[src/rtl/des_encrypt_iter.sv]
// Iterative DES encryption core, one Feistel round per clock.
// Ports: clk, rst (sync, active-high), in_valid/in_ready/in_data/key,
//        out_valid/out_ready/out_data, busy, key_err.
// Optional key parity flag: define DES_KEY_PARITY_CHECK_EN.
module des_encrypt_iter #(
    parameter int ROUNDS = 16
) (
    input  logic        clk,
    input  logic        rst,
    input  logic        in_valid,
    output logic        in_ready,
    input  logic [63:0] in_data,
    input  logic [63:0] key,
    output logic        out_valid,
    input  logic        out_ready,
    output logic [63:0] out_data,
    output logic        busy,
    output logic        key_err
);

    typedef enum logic [1:0] {IDLE, RUN, DONE} state_t;

    localparam int IP_T [64] = '{
        58, 50, 42, 34, 26, 18, 10, 2, 60, 52, 44, 36, 28, 20, 12, 4,
        62, 54, 46, 38, 30, 22, 14, 6, 64, 56, 48, 40, 32, 24, 16, 8,
        57, 49, 41, 33, 25, 17, 9, 1, 59, 51, 43, 35, 27, 19, 11, 3,
        61, 53, 45, 37, 29, 21, 13, 5, 63, 55, 47, 39, 31, 23, 15, 7};

    localparam int FP_T [64] = '{
        40, 8, 48, 16, 56, 24, 64, 32, 39, 7, 47, 15, 55, 23, 63, 31,
        38, 6, 46, 14, 54, 22, 62, 30, 37, 5, 45, 13, 53, 21, 61, 29,
        36, 4, 44, 12, 52, 20, 60, 28, 35, 3, 43, 11, 51, 19, 59, 27,
        34, 2, 42, 10, 50, 18, 58, 26, 33, 1, 41, 9, 49, 17, 57, 25};

    localparam int PC1_T [56] = '{
        57, 49, 41, 33, 25, 17, 9, 1, 58, 50, 42, 34, 26, 18,
        10, 2, 59, 51, 43, 35, 27, 19, 11, 3, 60, 52, 44, 36,
        63, 55, 47, 39, 31, 23, 15, 7, 62, 54, 46, 38, 30, 22,
        14, 6, 61, 53, 45, 37, 29, 21, 13, 5, 28, 20, 12, 4};

    localparam int PC2_T [48] = '{
        14, 17, 11, 24, 1, 5, 3, 28, 15, 6, 21, 10, 23, 19, 12, 4,
        26, 8, 16, 7, 27, 20, 13, 2, 41, 52, 31, 37, 47, 55, 30, 40,
        51, 45, 33, 48, 44, 49, 39, 56, 34, 53, 46, 42, 50, 36, 29, 32};

    localparam int E_T [48] = '{
        32, 1, 2, 3, 4, 5, 4, 5, 6, 7, 8, 9, 8, 9, 10, 11,
        12, 13, 12, 13, 14, 15, 16, 17, 16, 17, 18, 19, 20, 21, 20, 21,
        22, 23, 24, 25, 24, 25, 26, 27, 28, 29, 28, 29, 30, 31, 32, 1};

    localparam int P_T [32] = '{
        16, 7, 20, 21, 29, 12, 28, 17, 1, 15, 23, 26, 5, 18, 31, 10,
        2, 8, 24, 14, 32, 27, 3, 9, 19, 13, 30, 6, 22, 11, 4, 25};

    // Entry 0 of each box sits in the top nibble; row-major, 16 per row.
    localparam logic [255:0] SBOX [8] = '{
        256'hE4D12FB83A6C5907_0F74E2D1A6CB9538_41E8D62BFC973A50_FC8249175B3EA06D,
        256'hF18E6B34972DC05A_3D47F28EC01A69B5_0E7BA4D158C6932F_D8A13F42B67C05E9,
        256'hA09E63F51DC7B428_D7093462A85ECBF1_D6498F30B12C5AE7_1AD069874FE3B52C,
        256'h7DE3069A1285BC4F_D8B56F03472C1AE9_A690CB7DF13E5284_3F06A1D8945BC72E,
        256'h2C417AB6853FD0E9_EB2C47D150FA3986_421BAD78F9C5630E_B8C71E2D6F09A453,
        256'hC1AF92680D34E75B_AF427C9561DE0B38_9EF528C3704A1DB6_432C95FABE17608D,
        256'h4B2EF08D3C975A61_D0B7491AE35C2F86_14BDC37EAF680592_6BD814A7950FE23C,
        256'hD2846FB1A93E50C7_1FD8A374C56B0E92_7B419CE206ADF358_21E74A8DFC90356B};

    // Permutations: table entry n selects DES bit n, i.e. vector bit W-n.
    function automatic logic [63:0] ip_fn(input logic [63:0] x);
        ip_fn = '0;
        for (int i = 0; i < 64; i++)
            ip_fn = {ip_fn[62:0], x[6'(64 - IP_T[i])]};
    endfunction

    function automatic logic [63:0] fp_fn(input logic [63:0] x);
        fp_fn = '0;
        for (int i = 0; i < 64; i++)
            fp_fn = {fp_fn[62:0], x[6'(64 - FP_T[i])]};
    endfunction

    function automatic logic [55:0] pc1_fn(input logic [63:0] x);
        pc1_fn = '0;
        for (int i = 0; i < 56; i++)
            pc1_fn = {pc1_fn[54:0], x[6'(64 - PC1_T[i])]};
    endfunction

    function automatic logic [47:0] pc2_fn(input logic [55:0] x);
        pc2_fn = '0;
        for (int i = 0; i < 48; i++)
            pc2_fn = {pc2_fn[46:0], x[6'(56 - PC2_T[i])]};
    endfunction

    function automatic logic [47:0] e_fn(input logic [31:0] x);
        e_fn = '0;
        for (int i = 0; i < 48; i++)
            e_fn = {e_fn[46:0], x[5'(32 - E_T[i])]};
    endfunction

    function automatic logic [31:0] p_fn(input logic [31:0] x);
        p_fn = '0;
        for (int i = 0; i < 32; i++)
            p_fn = {p_fn[30:0], x[5'(32 - P_T[i])]};
    endfunction

    function automatic logic [31:0] f_fn(
        input logic [31:0] rr,
        input logic [47:0] kk
    );
        logic [47:0] x;
        logic [5:0]  six;
        logic [31:0] s;
        x = e_fn(rr) ^ kk;
        s = '0;
        for (int i = 0; i < 8; i++) begin
            six = x[47:42];
            x   = {x[41:0], 6'd0};
            // Row is outer bits, column inner four; ~idx maps to MSB-first nibble.
            s = {s[27:0], SBOX[i][{~{six[5], six[0], six[4:1]}, 2'b11} -: 4]};
        end
        return p_fn(s);
    endfunction

    state_t      state;
    logic [3:0]  rnd;
    logic [31:0] l, r;
    logic [27:0] c, d;

    logic        one_bit;
    logic [27:0] c_rot, d_rot;
    logic [31:0] r_next;
    logic        accept;

    assign accept = in_valid && in_ready;

    always_comb begin
        one_bit = (rnd == 4'd0) || (rnd == 4'd1) ||
                  (rnd == 4'd8) || (rnd == 4'd15);
        c_rot   = one_bit ? {c[26:0], c[27]} : {c[25:0], c[27:26]};
        d_rot   = one_bit ? {d[26:0], d[27]} : {d[25:0], d[27:26]};
        r_next  = l ^ f_fn(r, pc2_fn({c_rot, d_rot}));
    end

    always_ff @(posedge clk) begin
        if (rst) begin
            state     <= IDLE;
            in_ready  <= 1'b1;
            out_valid <= 1'b0;
            busy      <= 1'b0;
            out_data  <= '0;
            rnd       <= '0;
            l         <= '0;
            r         <= '0;
            c         <= '0;
            d         <= '0;
        end else begin
            unique case (state)
                IDLE: begin
                    if (accept) begin
                        {l, r}   <= ip_fn(in_data);
                        {c, d}   <= pc1_fn(key);
                        rnd      <= '0;
                        in_ready <= 1'b0;
                        busy     <= 1'b1;
                        state    <= RUN;
                    end
                end
                RUN: begin
                    l <= r;
                    r <= r_next;
                    c <= c_rot;
                    d <= d_rot;
                    if (rnd == 4'(ROUNDS - 1)) begin
                        // Final swap: output block is {R16, L16}.
                        out_data  <= fp_fn({r_next, r});
                        out_valid <= 1'b1;
                        state     <= DONE;
                    end else begin
                        rnd <= rnd + 4'd1;
                    end
                end
                DONE: begin
                    if (out_ready) begin
                        out_valid <= 1'b0;
                        in_ready  <= 1'b1;
                        busy      <= 1'b0;
                        rnd       <= '0;
                        state     <= IDLE;
                    end
                end
                default: state <= IDLE;
            endcase
        end
    end

`ifdef DES_KEY_PARITY_CHECK_EN
    function automatic logic par_err(input logic [63:0] k);
        par_err = 1'b0;
        for (int i = 0; i < 8; i++)
            par_err = par_err | ~(^8'(k >> (8 * i)));
    endfunction

    always_ff @(posedge clk) begin
        if (rst)
            key_err <= 1'b0;
        else if (state == IDLE && accept)
            key_err <= par_err(key);
    end
`else
    // Parity bits are dropped by PC-1 and not otherwise inspected.
    logic unused_key;
    assign unused_key = ^{key[56], key[48], key[40], key[32],
                          key[24], key[16], key[8], key[0]};
    assign key_err = 1'b0;
`endif

endmodule

[config.mk]
export PLATFORM = sky130hd
export DESIGN_NAME = des_encrypt_iter
export DESIGN_NICKNAME = d
export VERILOG_FILES = /design/src/rtl/des_encrypt_iter.sv
export SDC_FILE = /design/constraint.sdc
export NUM_CORES = 1
export LEC_CHECK = 0
export CELL_PAD_IN_SITES_DETAIL_PLACEMENT = 0
export CELL_PAD_IN_SITES_GLOBAL_PLACEMENT = 1
export CORE_MARGIN = 5
export CORE_UTILIZATION = 36
export DETAILED_ROUTE_END_ITERATION = 10
export PLACE_DENSITY_LB_ADDON = 0.1
export SYNTH_ARGS = -nofsm -noshare
export SYNTH_HDL_FRONTEND = slang
export SYNTH_SLANG_ARGS = --single-unit
[constraint.sdc]
create_clock -name clk -period 4.55 [get_ports clk]
set_input_delay 0.91 -clock clk [delete_from_list [all_inputs] [get_ports clk]]
set_output_delay 0.91 -clock clk [all_outputs]
set_load 0.01 [all_outputs]
* Yosys cells after proc, flatten, opt, wreduce, memory -nomap -nowiden
Cells that the tools add are included.
** Storage, ports and cells
- Word-level logic and storage cells :: 68
- Input port bits :: 132
- Register bits :: 133
- Output and inout port bits :: 68
** Cells by class
- Equal/unequal tests :: 9
- Bitwise gates (word level) :: 6
- Muxes and demuxes :: 23
- Shifts and indexed selects :: 4
- Reduce and logical (&&, ||, !) cells :: 16
- Add/subtract/negate cells :: 1
** Operators by type and width (count)
- variable part select 259 x 9 -> 4 bit, first input constant :: 4
- case mux 32 bit (2 select lines) :: 2
- two-way mux 32 bit :: 2
- two-way mux 28 bit :: 2
- case mux 28 bit (2 select lines) :: 1
- bitwise XOR 32 bit :: 1
- inverter 6 bit :: 4
- bitwise XOR 24 bit :: 1
- two-way mux 4 bit :: 3
- case mux 4 bit (3 select lines) :: 1
- AND reduction 3 bit :: 3
- == test 4 bit, second input constant :: 2
- inequality test 2 bit, second input constant :: 4
- two-way mux 2 bit :: 3
- case mux 1 bit (2 select lines) :: 3
- case mux 2 bit (3 select lines) :: 1
- nonzero test 2 bit :: 3
- two-way mux 1 bit :: 5
- adder 4 x 1 -> 4 bit, second input constant :: 1
- == test 4 x 1 -> 1 bit, second input constant :: 1
- zero test 4 bit :: 1
- AND reduction 2 bit :: 2
- AND reduction 4 bit :: 1
- logical OR 1 bit :: 3
- 5 further kinds :: 5

* Depth between registers and ports, before layout
- Depth after elaboration :: 10
- Mapped depth :: 17
- Mapped depth without buffers :: 16

* Least setup slack after synthesis
Ideal clock, no wire load.
- Path type :: register -> register
- From :: reg rnd[0]
- To :: reg r[18]
- Stages on the path, launching flop included :: 16
- Setup slack :: 1.176 ns
- Required time :: 4.423 ns
- Data arrival time :: 3.246 ns
- Period minus slack after synthesis :: 3.374 ns
- Library setup time :: 0.127 ns
- Path buffers :: 1
- Path through :: dfxtp_1 inv_1 ha_1 o21ba_4 buf_6 nor2_8 a21oi_2 xnor2_1 inv_1 ha_1 or2_2 a221oi_1 o22ai_1 o221ai_1 xor2_1 o21ai_1
** On the way
- Cells in the longest elaborated chain, start to end :: 10
- Elaborated cells between the ends (all ways) :: 13
- Those cells by class :: eq/ne: 3; shift: 1; mux: 2; bitwise: 3; reduce/logical: 4
** RTL lines
- from (decl) :: RTL line 122 : logic [3:0] rnd;
- from (signal assigned) :: RTL line 176 : rnd <= rnd + 4'd1;
- == test 4 x 1 -> 1 bit or zero test 4 bit (tied branches) :: RTL line 134 : one_bit = (rnd == 4'd0) || (rnd == 4'd1) ||
- logical OR 1 bit (2 in series) :: RTL line 134
- logical OR 1 bit (*) :: RTL line 135 : (rnd == 4'd8) || (rnd == 4'd15);
- two-way mux 28 bit (*) :: RTL line 137 : d_rot = one_bit ? {d[26:0], d[27]} : {d[25:0], d[27:26]};
- bitwise XOR 24 bit (*) :: RTL line 110 : x = e_fn(rr) ^ kk;
- inverter 6 bit (*) :: RTL line 116 : s = {s[27:0], SBOX[i][{~{six[5], six[0], six[4:1]}, 2'b11} -: 4]};
- variable part select 259 x 9 -> 4 bit (*) :: RTL line 116
- bitwise XOR 32 bit (*) :: RTL line 138 : r_next = l ^ f_fn(r, pc2_fn({c_rot, d_rot}));
- case mux 32 bit (2 select lines) (*) :: RTL line 154 : unique case (state)
- to (signal assigned) :: RTL line 157 : {l, r} <= ip_fn(in_data);
- to (signal assigned) :: RTL line 167 : r <= r_next;
- to (decl) :: RTL line 123 : logic [31:0] l, r;
Every way passes the cells marked *; elsewhere a longest branch is shown, timed or not.
A chain may end at the register's enable or synchronous reset.

* Worst setup path after layout
Ends and elaborated chain as after synthesis.

==> results.json <==
{
  "status": "completed",
  "slowest_delay_ps": 500,
  "grt_setup_unrepaired": "false",
  "swShare_pct": 40.6,
  "min_period_ps": 3810,
  "cellInternalPower_w": 0.00184,
  "die_height_um": 156,
  "maxSlewHeadroom_pct": 21.6,
  "clk_pin_slew_ps": 80,
  "power-per-cell-area_nw_per_um2": 355,
  "drv_slew": 0,
  "path_class": "reg2reg",
  "synthDistinctLibCells": 96,
  "combPwrFrac_pct": 39.6,
  "hold_path_end": "busy$_SDFFE_PP0P_",
  "dieArea_um2": 24400,
  "wl_per_cell_um": 19.4,
  "p_leak_nw": 3.15,
  "cpLargestDelayFamily": "compound AO/OA/AOI/OAI gates",
  "critPathRequiredTime_ps": 4800,
  "arrival_ps": 4060,
  "ys_seq_elements": 103,
  "tns_ps": 0,
  "synth_top_area_cell": "dfxtp_1",
  "max_cap_violations": 0,
  "synth_area_leaders": "dfxtp_1 (27%), nand2_1 (8.0%), a21oi_1 (5.4%)",
  "areaGrowthSynthToFinish_pct": 13.3,
  "cts_buffers": 9,
  "initial_core_util_pct": 36.6,
  "seq_area_um2": 2060,
  "hold_path_class": "reg2reg",
  "ys_seq_area_share_pct": 26.8,
  "multi_input_area_um2": 5040,
  "clockBufferDepth": 2,
  "crit_slowest_cell": "o21bai_4",
  "clock_skew_ps": 15.6,
  "drc": 0,
  "core_um2": 21000,
  "dr.pass1.iters": 5,
  "r2r-end": "r[18]$_SDFFE_PP0P_",
  "synth_flop_cell": "dfxtp_1",
  "fillCellCount": 2207,
  "worstHoldPathCells": 1,
  "critPathBufInv": 3,
  "hp-start": "busy$_SDFFE_PP0P_",
  "nets": 1187,
  "worst-path-max-fanout": 18,
  "grt_pass1_vias": 6667,
  "ant_nets": 0,
  "async_flop_share_pct": 0,
  "htree_levels": 3,
  "antenna_found_initial": 0,
  "cp-start-kind": "flip-flop",
  "ys_warn_count": 0,
  "post-route-period-util_pct": 83.7,
  "clkPwrFrac_pct": 26.7,
  "clock-sinks": 103,
  "gr-usage-all-layers_pct": 20.3,
  "synth_most_common_cell": "nand2_1",
  "cts_resized": 0,
  "power_switching_w": 0.00125,
  "synth_top_area_share_pct": 26.8,
  "path_cells": "inv_1, ha_1, o21bai_4, nand2_4, mux2i_1, xnor2_1, buf_4, inv_1, ha_1, or2_2, a221oi_1, o22ai_1, o221ai_1, xor2_1, o21ai_1",
  "cts_root_buffer": "clkbuf_16",
  "die_x_um": 156,
  "grt_pass1_wl_um": 39100,
  "synthTopCellsByCount": "nand2_1 (164), dfxtp_1 (103), a21oi_1 (83), nor2_1 (74), clkbuf_1 (46)",
  "p_seq_share_pct": 33.7,
  "rows": 53,
  "num_vias": 7164,
  "clock.fmax_ghz": 0.263,
  "grt_max_degree": 50,
  "netlist_area_um2": 7700,
  "worst_pin_slew_ps": 1180,
  "syn_avg_cell_area_um2": 7.75,
  "io_buffers": 66,
  "routed_wl_um": 25200,
  "peakVddDrop_v": 0.000168,
  "num_antenna_cells": 0,
  "num_io_pins": 200,
  "dp_hpwl_um": 17800,
  "cts_tree": "done",
  "clk_latency_ps": 370,
  "final_layout_size_suffix_gt1_share_pct": 10.2,
  "drt_iter0_markers": 563,
  "setup_viol": 0,
  "r2r_cells": 15,
  "synthCells": 993,
  "critPathCaptureType": "flip-flop",
  "grt-ovfl-total": 0,
  "vias_per_cell": 5.50,
  "ff2ff_setup_slack_ps": 740,
  "synth-edff-count": 0,
  "place_congestion": 0.851,
  "hold_viol_final": 0,
  "post_cts_buffers": 0,
  "worst_hold_slack_ps": 457,
  "cts_hold_buf": 0,
  "r2r_start": "rnd[0]$_SDFFE_PP0P_"
}
-- power by group through the flow --
stage          combinational, W  sequential (W)  clock, W
6_report                0.00123         0.00104  0.000824
3_3_place_gp            0.00123         0.00106         0
3_5_place_dp            0.00121         0.00106         0
2_1_floorplan          0.000950         0.00102         0
4_1_cts                 0.00122         0.00104  0.000843
5_1_grt                 0.00134         0.00105  0.000879
-- how the worst max path moves through the flow --
stage / from / cells after the start / to / slack [ps]
after floorplan: rnd[0]$_SDFFE_PP0P_ / 15 / r[18]$_SDFFE_PP0P_ / 1180
after global placement: rnd[0]$_SDFFE_PP0P_ / 13 / r[24]$_SDFFE_PP0P_ / 710
after detailed placement: rnd[0]$_SDFFE_PP0P_ / 13 / r[24]$_SDFFE_PP0P_ / 720
after CTS: rnd[0]$_SDFFE_PP0P_ / 13 / r[24]$_SDFFE_PP0P_ / 710
after global routing: rnd[0]$_SDFFE_PP0P_ / 15 / r[18]$_SDFFE_PP0P_ / 460
final: rnd[0]$_SDFFE_PP0P_ / 15 / r[18]$_SDFFE_PP0P_ / 740
-- placed cells by master (no fill, tap or decap), types with 21 or more instances in the layout --
master,count
o21ai_0,32
buf_4,27
nand3_1,42
nand2_1,164
clkdlybuf4s50_1,65
nor2_1,72
conb_1,40
xnor2_1,22
a31oi_1,21
a21oi_1,83
mux2i_1,22
inv_1,29
ha_1,32
dfxtp_1,103
-- state kept, by name, summed over array words and instances, names as in the netlist --
| signal | cells |
|---|---|
| d | 28 |
| l | 16 |
| busy | 1 |
| in_ready | 1 |
| state | 2 |
| out_valid | 1 |
| r | 25 |
| rnd | 4 |
| out_data | 25 |
-- kinds of logic after synthesis --
family	after synthesis	synth area share [%]
buffers and inverters	141	9.87
AO/OA/AOI/OAI	291	26.3
flip-flops	103	26.8
adder cells (fa/ha/maj)	32	5.20
AND/OR/NAND/NOR	349	20.6
multiplexers	30	4.65
other	1	0.0487
XOR/XNOR	46	6.55
-- area by class of cell --
class                           count  area share, %
Clock buffer                        9           2.58
Clock inverter                      7           1.03
Inverter                           29           1.25
Multi-Input combinational cell    788           57.8
Sequential cell                   103           23.6
Tap cell                          275           3.95
Timing Repair Buffer               92           9.79
-- per-stage QoR --
step / instances / cell area, µm² / utilization [%] / worst slack [ps] / total power [W]
after CTS: 1303 / 8720 / 41.5 / 711 / 0.00311
after global routing: 1303 / 8720 / 41.5 / 458 / 0.00327
after detailed placement: 1287 / 8400 / 40.0 / 724 / 0.00227
final: 1303 / 8720 / 41.5 / 742 / 0.00309
after global placement: 1287 / 8400 / 40.0 / 709 / 0.00229
after floorplan: 1032 / 7840 / - / 1180 / 0.00197
-- layer usage --
layer,up-vias,share of wire [%],GRT usage [%]
met5,-,0,0
met4,0,1.0,4.13
met3,19,4.8,3.46
met2,196,47,33.3
met1,3427,47,28.1
li1,3522,-,-
Power figures use the tool's default switching activity.
